**src/rtl/sys_cmd_decoder_if.sv**
```systemverilog
// Byte-receive and register-file/ALU control bundle for sys_cmd_decoder.
// slave = decoder side, master = UART Rx / downstream side.
interface sys_cmd_decoder_if #(
    parameter int WIDTH = 8,
    parameter int AW    = 4
);
    logic [WIDTH-1:0] Rx_P_Data;
    logic             RxValid;
    logic             ALU_EN;
    logic [3:0]       ALU_FUN;
    logic [AW-1:0]    Reg_File_Adress;
    logic             WrEN;
    logic             RdEN;
    logic [WIDTH-1:0] WrData;
    logic             CLK_GATE_EN;
    logic             Busy;
    logic             Cmd_Err;
    logic             Timeout_Err;

    modport master (
        output Rx_P_Data, RxValid,
        input  ALU_EN, ALU_FUN, Reg_File_Adress, WrEN, RdEN,
        input  WrData, CLK_GATE_EN, Busy, Cmd_Err, Timeout_Err
    );

    modport slave (
        input  Rx_P_Data, RxValid,
        output ALU_EN, ALU_FUN, Reg_File_Adress, WrEN, RdEN,
        output WrData, CLK_GATE_EN, Busy, Cmd_Err, Timeout_Err
    );
endinterface

```
**src/rtl/sys_cmd_decoder.sv**
```systemverilog
// Framed UART command decoder driving Reg_File, ALU and CLK_Gate.
// Define SYS_CMD_BURST_EN to build the 0xEE burst-write frame.
module sys_cmd_decoder #(
    parameter int WIDTH    = 8,
    parameter int DEPTH    = 16,
    parameter int ALU_WAIT = 2,
    parameter int TIMEOUT  = 255
) (
    input  logic             CLK,
    input  logic             Reset,
    sys_cmd_decoder_if.slave bus
);
    localparam int AW = $clog2(DEPTH);
    localparam int TW = $clog2(TIMEOUT + 1);
    localparam int WW = $clog2(ALU_WAIT + 1);

    localparam logic [WIDTH-1:0] OP_WR = WIDTH'(8'hAA);
    localparam logic [WIDTH-1:0] OP_RD = WIDTH'(8'hBB);
    localparam logic [WIDTH-1:0] OP_OP = WIDTH'(8'hCC);
    localparam logic [WIDTH-1:0] OP_FN = WIDTH'(8'hDD);
`ifdef SYS_CMD_BURST_EN
    localparam logic [WIDTH-1:0] OP_BW = WIDTH'(8'hEE);
`endif

    typedef enum logic [3:0] {
        IDLE, WADDR, WDATA, RADDR, OPA, OPB, FUN, WAIT
`ifdef SYS_CMD_BURST_EN
        , BADDR, BCNT, BDATA
`endif
    } state_t;

    state_t           state;
    logic [AW-1:0]    addr_q;
    logic [TW-1:0]    tcnt;
    logic [WW-1:0]    wcnt;
`ifdef SYS_CMD_BURST_EN
    logic [WIDTH-1:0] cnt_q;
`endif
    logic [WIDTH-1:0] data;
    logic             vld;
    logic             active;
    logic             to_hit;

    assign data   = bus.Rx_P_Data;
    assign vld    = bus.RxValid;
    // Idle-gap counting only while a frame is half received.
    assign active = (state != IDLE) && (state != WAIT);
    assign to_hit = active && !vld && (tcnt == TW'(TIMEOUT - 1));

    assign bus.Busy        = (state != IDLE);
    assign bus.CLK_GATE_EN = (state == FUN) || (state == WAIT);

    always_ff @(posedge CLK or negedge Reset) begin
        if (!Reset) begin
            state               <= IDLE;
            addr_q              <= '0;
            tcnt                <= '0;
            wcnt                <= '0;
`ifdef SYS_CMD_BURST_EN
            cnt_q               <= '0;
`endif
            bus.ALU_EN          <= 1'b0;
            bus.ALU_FUN         <= '0;
            bus.Reg_File_Adress <= '0;
            bus.WrEN            <= 1'b0;
            bus.RdEN            <= 1'b0;
            bus.WrData          <= '0;
            bus.Cmd_Err         <= 1'b0;
            bus.Timeout_Err     <= 1'b0;
        end else begin
            bus.WrEN        <= 1'b0;
            bus.RdEN        <= 1'b0;
            bus.ALU_EN      <= 1'b0;
            bus.Cmd_Err     <= 1'b0;
            bus.Timeout_Err <= 1'b0;
            tcnt <= (!active || vld || to_hit) ? '0 : tcnt + 1'b1;
            if (to_hit) begin
                bus.Timeout_Err <= 1'b1;
                state           <= IDLE;
            end else begin
                unique case (state)
                    IDLE: if (vld) begin
                        unique case (1'b1)
                            data == OP_WR: state <= WADDR;
                            data == OP_RD: state <= RADDR;
                            data == OP_OP: state <= OPA;
                            data == OP_FN: state <= FUN;
`ifdef SYS_CMD_BURST_EN
                            data == OP_BW: state <= BADDR;
`endif
                            default: bus.Cmd_Err <= 1'b1;
                        endcase
                    end
                    WADDR: if (vld) begin
                        addr_q <= data[AW-1:0];
                        state  <= WDATA;
                    end
                    WDATA: if (vld) begin
                        bus.WrEN            <= 1'b1;
                        bus.WrData          <= data;
                        bus.Reg_File_Adress <= addr_q;
                        state               <= IDLE;
                    end
                    RADDR: if (vld) begin
                        bus.RdEN            <= 1'b1;
                        bus.Reg_File_Adress <= data[AW-1:0];
                        state               <= IDLE;
                    end
                    OPA: if (vld) begin
                        bus.WrEN            <= 1'b1;
                        bus.WrData          <= data;
                        bus.Reg_File_Adress <= '0;
                        state               <= OPB;
                    end
                    OPB: if (vld) begin
                        bus.WrEN            <= 1'b1;
                        bus.WrData          <= data;
                        bus.Reg_File_Adress <= AW'(1);
                        state               <= FUN;
                    end
                    FUN: if (vld) begin
                        bus.ALU_EN  <= 1'b1;
                        bus.ALU_FUN <= data[3:0];
                        wcnt        <= '0;
                        state       <= WAIT;
                    end
                    WAIT: begin
                        if (wcnt == WW'(ALU_WAIT - 1)) begin
                            state <= IDLE;
                        end else begin
                            wcnt <= wcnt + 1'b1;
                        end
                    end
`ifdef SYS_CMD_BURST_EN
                    BADDR: if (vld) begin
                        addr_q <= data[AW-1:0];
                        state  <= BCNT;
                    end
                    BCNT: if (vld) begin
                        cnt_q <= data;
                        state <= (data == '0) ? IDLE : BDATA;
                    end
                    // Address wraps at DEPTH, which need not be a power of two.
                    BDATA: if (vld) begin
                        bus.WrEN            <= 1'b1;
                        bus.WrData          <= data;
                        bus.Reg_File_Adress <= addr_q;
                        addr_q <= (addr_q == AW'(DEPTH - 1)) ? '0 : addr_q + 1'b1;
                        cnt_q  <= cnt_q - 1'b1;
                        if (cnt_q == WIDTH'(1)) begin
                            state <= IDLE;
                        end
                    end
`endif
                    default: state <= IDLE;
                endcase
            end
        end
    end
endmodule

```
**src/flat_wrapper.sv**
```systemverilog
// flat-port wrapper written by rule: the top's interface ports become plain ports
module sys_cmd_decoder_flat 
#(
    parameter int WIDTH    = 8,
    parameter int DEPTH    = 16,
    parameter int ALU_WAIT = 2,
    parameter int TIMEOUT  = 255
)
  (CLK, Reset, bus_Rx_P_Data, bus_RxValid, bus_ALU_EN, bus_ALU_FUN, bus_Reg_File_Adress, bus_WrEN, bus_RdEN, bus_WrData, bus_CLK_GATE_EN, bus_Busy, bus_Cmd_Err, bus_Timeout_Err);
  sys_cmd_decoder_if #(.WIDTH(WIDTH), .AW(($clog2(DEPTH)))) bus_i ();
  input  logic CLK;
  input  logic Reset;
  input wire logic [$bits(bus_i.Rx_P_Data)-1:0] bus_Rx_P_Data;
  input wire logic [$bits(bus_i.RxValid)-1:0] bus_RxValid;
  output wire logic [$bits(bus_i.ALU_EN)-1:0] bus_ALU_EN;
  output wire logic [$bits(bus_i.ALU_FUN)-1:0] bus_ALU_FUN;
  output wire logic [$bits(bus_i.Reg_File_Adress)-1:0] bus_Reg_File_Adress;
  output wire logic [$bits(bus_i.WrEN)-1:0] bus_WrEN;
  output wire logic [$bits(bus_i.RdEN)-1:0] bus_RdEN;
  output wire logic [$bits(bus_i.WrData)-1:0] bus_WrData;
  output wire logic [$bits(bus_i.CLK_GATE_EN)-1:0] bus_CLK_GATE_EN;
  output wire logic [$bits(bus_i.Busy)-1:0] bus_Busy;
  output wire logic [$bits(bus_i.Cmd_Err)-1:0] bus_Cmd_Err;
  output wire logic [$bits(bus_i.Timeout_Err)-1:0] bus_Timeout_Err;
  assign bus_i.Rx_P_Data = bus_Rx_P_Data;
  assign bus_i.RxValid = bus_RxValid;
  assign bus_ALU_EN = bus_i.ALU_EN;
  assign bus_ALU_FUN = bus_i.ALU_FUN;
  assign bus_Reg_File_Adress = bus_i.Reg_File_Adress;
  assign bus_WrEN = bus_i.WrEN;
  assign bus_RdEN = bus_i.RdEN;
  assign bus_WrData = bus_i.WrData;
  assign bus_CLK_GATE_EN = bus_i.CLK_GATE_EN;
  assign bus_Busy = bus_i.Busy;
  assign bus_Cmd_Err = bus_i.Cmd_Err;
  assign bus_Timeout_Err = bus_i.Timeout_Err;
  sys_cmd_decoder #(.WIDTH(WIDTH), .DEPTH(DEPTH), .ALU_WAIT(ALU_WAIT), .TIMEOUT(TIMEOUT)) u_core (.CLK(CLK), .Reset(Reset), .bus(bus_i));
endmodule
```
**config.mk**
```make
export PLATFORM = sky130hd
export DESIGN_NAME = sys_cmd_decoder_flat
export DESIGN_NICKNAME = d
export VERILOG_FILES = /design/src/rtl/sys_cmd_decoder_if.sv /design/src/rtl/sys_cmd_decoder.sv /design/src/flat_wrapper.sv
export SDC_FILE = /design/constraint.sdc
export NUM_CORES = 1
export LEC_CHECK = 0
export BUFFER_PORTS_ARGS = -buffer_cell sky130_fd_sc_hd__buf_4
export CORE_ASPECT_RATIO = 0.75
export CORE_UTILIZATION = 45
export CTS_CLUSTER_DIAMETER = 200
export DETAILED_ROUTE_END_ITERATION = 10
export PLACE_DENSITY = 0.78
export SKIP_CTS_REPAIR_TIMING = 1
export SYNTH_ARGS = -nofsm -noshare
export SYNTH_HDL_FRONTEND = slang
export SYNTH_SLANG_ARGS = --single-unit
```
**constraint.sdc**
```tcl
create_clock -name CLK -period 2.5 [get_ports CLK]
set_input_delay 0.125 -clock CLK [delete_from_list [all_inputs] [get_ports CLK]]
set_output_delay 0.125 -clock CLK [all_outputs]
set_load 0.02 [all_outputs]
```
==> results of run 1 <==
cells by family (layout without fill, tap and decap cells):
logic type / after synthesis / in the layout / share of synthesized area [%]
and+or+nand+nor: 61 / 61 / 18.0
xor gates and xnor gates: 8 / 8 / 4.33
DFF: 38 / 38 / 53.1
adders and majority gates: 3 / 3 / 2.10
muxes: 15 / 15 / 9.36
AOI/OAI and AO/OA: 22 / 22 / 9.92
buffers and inverters: 13 / 51 / 3.14
state kept, by name (all words and copies together) (netlist names):
register,flops
u_core.bus.Timeout_Err,1
u_core.bus.Reg_File_Adress,4
u_core.tcnt,8
u_core.bus.Cmd_Err,1
u_core.bus.WrEN,1
u_core.bus.ALU_FUN,4
u_core.addr_q,4
u_core.bus.WrData,8
u_core.state,3
u_core.bus.RdEN,1
u_core.bus.ALU_EN,1
u_core.wcnt,2
worst max-delay path, stage by stage (launching register included):
cell	delay, ps
dfrtp_1	560
nand2_1	220
inv_1	130
a211oi_2	290
nand2_2	170
nand3_1	160
mux2_2	340
power by group:
part           switching (mW)  total, mW  internal, mW  leakage, nW
Sequential              0.195       1.03         0.833        0.476
Clock                   0.212      0.433         0.222       0.0472
Combinational           0.550       1.04         0.491        0.519
metrics by stage:
stage,setup slack (ps),hold slack [ps]
after floorplan,810,-171
after global placement,620,112
after detailed placement,525,113
after CTS,511,-192
after global routing,399,87.4
final,491,83.9
layer usage:
| layer | share of wire, % | track usage, % | up-vias |
|---|---|---|---|
| met5 | 0 | 0 | - |
| met4 | 0.43 | 5.12 | 0 |
| met3 | 6.6 | 5.39 | 2 |
| met2 | 43 | 24.3 | 44 |
| met1 | 50 | 28.3 | 645 |
| li1 | - | - | 632 |
cell type report:
cell class                 instances  area [um^2]
clock buffer                       6         82.6
timing repair buffer              34          258
fill                             310         1550
sequential                        38          951
tap                               52         65.1
clock inverter                     2         12.5
multi-input combinational        109          783
inverter                           9         33.8
cells in the final DEF (no fill, tap or decap), drive strengths merged:
cell type | synthesis | final
a2111oi | 2 | 2
a211oi | 1 | 1
a21o | 1 | 1
a21oi | 3 | 3
a22o | 2 | 2
a22oi | 3 | 3
and2 | 1 | 1
and3 | 1 | 1
and4 | 1 | 1
buf | 4 | 33
clkbuf | 0 | 6
clkinv | 0 | 1
clkinvlp | 0 | 1
dfrtp | 38 | 38
dlygate4sd3 | 0 | 1
ha | 3 | 3
inv | 9 | 9
mux2 | 14 | 14
mux2i | 1 | 1
nand2 | 24 | 24
nand3 | 6 | 6
nand3b | 1 | 1
nand4 | 3 | 3
nand4bb | 2 | 2
nor2 | 14 | 14
nor3 | 6 | 6
o21ai | 5 | 5
o311ai | 1 | 1
o31ai | 3 | 3
o32ai | 1 | 1
or3 | 2 | 2
xnor2 | 2 | 2
xor2 | 6 | 6
worst paths after layout:
kind,from,endpoint,slack (ps),depth (start not counted)
max,u_core.state[2],u_core.state[0],490,6
min,bus_Rx_P_Data[2],u_core.bus.ALU_FUN[2],80,3
max reg2reg,u_core.state[2],u_core.state[0],490,6
min reg2reg,u_core.bus.Reg_File_Adress[3],u_core.bus.Reg_File_Adress[3],490,2
max in group asynchronous,Reset,u_core.bus.WrData[3],1830,2
min in group asynchronous,Reset,u_core.bus.ALU_FUN[1],330,2
==> impl_metrics.toml, run 1 <==
[synthesis]
yosys-top-cells-area = "dfrtp_1 (53%), mux2_2 (8.8%), nand2_1 (4.8%), nor2_1 (2.9%), xor2_1 (2.4%)"
ys.flop_type = "dfrtp_1"
synth_seq_cells = 38
synth_commonest_cells = "dfrtp_1 (38), nand2_1 (23), mux2_2 (14), nor2_1 (14), inv_1 (8)"
synth.most_common_cell = "dfrtp_1"
postSynthNetCount = 174
synth_edf_count = 0
avgSynthCellArea_um2 = 11.2
synth_cell_types = 37
ys_async_sr_fraction_pct = 100
synthCells = 160
yosysWarnings = 0
synth.top_cell.area_share_pct = 53.1
synth_area_leader_cell = "dfrtp_1"
yosysSeqAreaShare_pct = 53.1
syn_area_um2 = 1790

[cells_and_area]
finalInstanceArea_um2 = 2190
diodes = 0
fin_util_pct = 58.6
design.final.nets = 211
drive_gt1_share_pct = 32.8
layoutNonFillerInstCount = 250
area_growth_pct = 22.1

[route]
vias_per_cell = 5.29
drc_errors = 0
postRouteWirelength_um = 3470
final_antenna_net_count = 0
firstDrtPassIters = 4
wl_per_cell_um = 13.9
initialDrtViolationCount = 80
vias = 1323

[power_and_ir_drop]
leakage_nw = 1.04
power_density_nw_per_um2 = 1140
peakVddDrop_v = 0.000711
power.total_mw = 2.50

[cts]
clk_pin_slew_worst_paths_ps = 80
htreeDepth = 2
cts_root_buf = "clkbuf_8"
cts_tree = "built"
cts_made_buffers = 5
cts.sinks = 38
clockBufferDepth = 2
worstSkewPairLatency_ps = 290

[global_routing]
grt_pass1_wl_um = 5710
grt_pass1_vias = 1207
overflow = 0
grt_usage_pct = 18.2
antenna_found_initial = 0
grt_max_degree = 39

[die]
pin_count = 34
placementRows = 19
core-area_um2 = 3730
die-area_um2 = 4240
start_util_pct = 48.0
fp.dieH_um = 56.6
die_x_um = 74.8

[run]
maxCapViolations = 0

[placed_design]
dp_hpwl_um = 2510
gp_congestion = 0.858
placed_area_um2 = 2080
port_buffers = 33
dp.cells = 241

[timing]
finalSetupViolations = 0
grt_setup_unrepaired = "no"
final.min_clock_period_ps = 2010
slew_viol_final = 0
slew_headroom_pct = 64.1
setup_tns_ps = 0
worstMarginPinSlew_ps = 539
period_share_pct = 80.3
fmax_mhz = 498
fin_skew_ps = 9.36
hold_viol = 0

[status]
outcome = "finished clean"

[worst_hold_path]
hold_path.class = "in -> reg"

[worst_setup_path]
worst_setup_path_end_kind = "flip-flop"
start_kind = "flip-flop"
crit_arrival_ps = 2180
crit_required_ps = 2670
path_max_fanout = 12
crit_type = "reg -> reg"
No activity file was read; power rests on OpenSTA's default activity.
==> inputs of run 2 (changes only) <==
==> constraint.sdc (replaced) <==
create_clock -name CLK -period 2.1 [get_ports CLK]
set_input_delay 0.105 -clock CLK [delete_from_list [all_inputs] [get_ports CLK]]
set_output_delay 0.105 -clock CLK [all_outputs]
set_load 0.02 [all_outputs]
==> impl_metrics.toml, run 2 (synthesized netlist as in run 1, its figures left out) <==
[status]
outcome = "finished clean"

[die]
die_x_um = 74.8
pin_count = 34
fp.dieH_um = 56.6
placementRows = 19
core-area_um2 = 3730
start_util_pct = 48.0
die-area_um2 = 4240

[timing]
period_share_pct = 82.6
worstMarginPinSlew_ps = 458
slew_viol_final = 0
grt_setup_unrepaired = "no"
fin_skew_ps = 6.00
setup_tns_ps = 0
finalSetupViolations = 0
hold_viol = 0
final.min_clock_period_ps = 1740
slew_headroom_pct = 69.4
fmax_mhz = 576
worst_slack_ps = 365

[placed_design]
dp.cells = 244
place_ws_ps = 382
dp_hpwl_um = 2490
port_buffers = 33
gp_congestion = 0.857

[route]
postRouteWirelength_um = 3320
final_antenna_net_count = 0
vias_per_cell = 5.33
initialDrtViolationCount = 72
wl_per_cell_um = 13.2
drc_errors = 0
vias = 1343
firstDrtPassIters = 4

[cts]
cts_tree = "built"
worstSkewPairLatency_ps = 280
cts.sinks = 38
clk_pin_slew_worst_paths_ps = 70
cts_root_buf = "clkbuf_8"
cts_made_buffers = 5
htreeDepth = 2
clockBufferDepth = 2

[run]
maxCapViolations = 0

[cells_and_area]
fin_util_pct = 58.7
drive_gt1_share_pct = 33.5
layout_common_cells = "dfrtp_1 (38), buf_4 (36), nand2_1 (23), nor2_1 (14), mux2_2 (14)"
layout_commonest_cell = "dfrtp_1"
layoutNonFillerInstCount = 252
area_growth_pct = 22.4
diodes = 0
design.final.nets = 214
largestRegisters = "u_core.bus.WrData (8), u_core.tcnt (8)"

[global_routing]
overflow = 0
grt_pass1_wl_um = 5600
grt_max_degree = 39
antenna_found_initial = 0
grt_usage_pct = 18.0
grt_pass1_vias = 1206

[worst_hold_path]
hold_start = "bus_Rx_P_Data[6]"
hold_path.class = "in -> reg"

[worst_setup_path]
crit_type = "reg -> reg"
crit_required_ps = 2260
reg2reg_from = "u_core.state[0]"
crit_arrival_ps = 1900
reg2reg_slack_ps = 360
worst_setup_path_end_kind = "flip-flop"
start_kind = "flip-flop"
path_max_fanout = 9
worstSetupStartpoint = "u_core.state[0]"

[power_and_ir_drop]
leakage_nw = 1.05
peakVddDrop_v = 0.000770
power_density_nw_per_um2 = 1340
==> run 2: cell type report <==
cell class                      instances  area (um^2)
Inverter                                9         33.8
Fill cell                             317         1540
Timing Repair Buffer                   37          280
Clock inverter                          2         10.0
Tap cell                               52         65.1
Sequential cell                        38          951
Clock buffer                            5         68.8
Multi-Input combinational cell        109          783
==> run 2: path summary, 6_finish.rpt <==
kind	endpoint	depth (start not counted)
max in group asynchronous	u_core.bus.WrData[0]	2
min	u_core.bus.WrData[6]	2
min in group asynchronous	u_core.bus.ALU_FUN[1]	2
max reg2reg	u_core.state[0]	5
min reg2reg	u_core.bus.ALU_FUN[1]	2
max	u_core.state[0]	5
==> run 2: worst max-delay path: stages, from the launching register on <==
cell      delay [ps]
dfrtp_1          490
buf_4            210
a211oi_2         240
nand2_2          180
nand3_1          160
mux2_2           340
==> run 2: per-layer routing <==
layer / up-vias / track usage (%) / wire (um)
li1: 637 / - / -
met1: 652 / 27.3 / 1670
met2: 47 / 23.7 / 1370
met3: 7 / 5.57 / 236
met4: 0 / 6.74 / 46
met5: - / 0 / 0
==> run 2: where the power goes <==
| group | leakage (nW) | total [mW] | switching (mW) | internal, mW |
|---|---|---|---|---|
| combinational | 0.534 | 1.31 | 0.700 | 0.610 |
| clock | 0.0438 | 0.454 | 0.232 | 0.222 |
| sequential | 0.476 | 1.17 | 0.174 | 0.994 |
| total | 1.05 | 2.93 | 1.11 | 1.83 |
==> run 2: through the flow <==
stage	hold WS (ps)	power (mW)	cell area [um^2]
2_1_floorplan	-191	2.02	1790
4_1_cts	-211	2.95	2180
3_5_place_dp	94.1	2.49	2100
6_report	68.0	2.93	2190
3_3_place_gp	93.8	2.47	2100
5_1_grt	56.5	3.14	2190
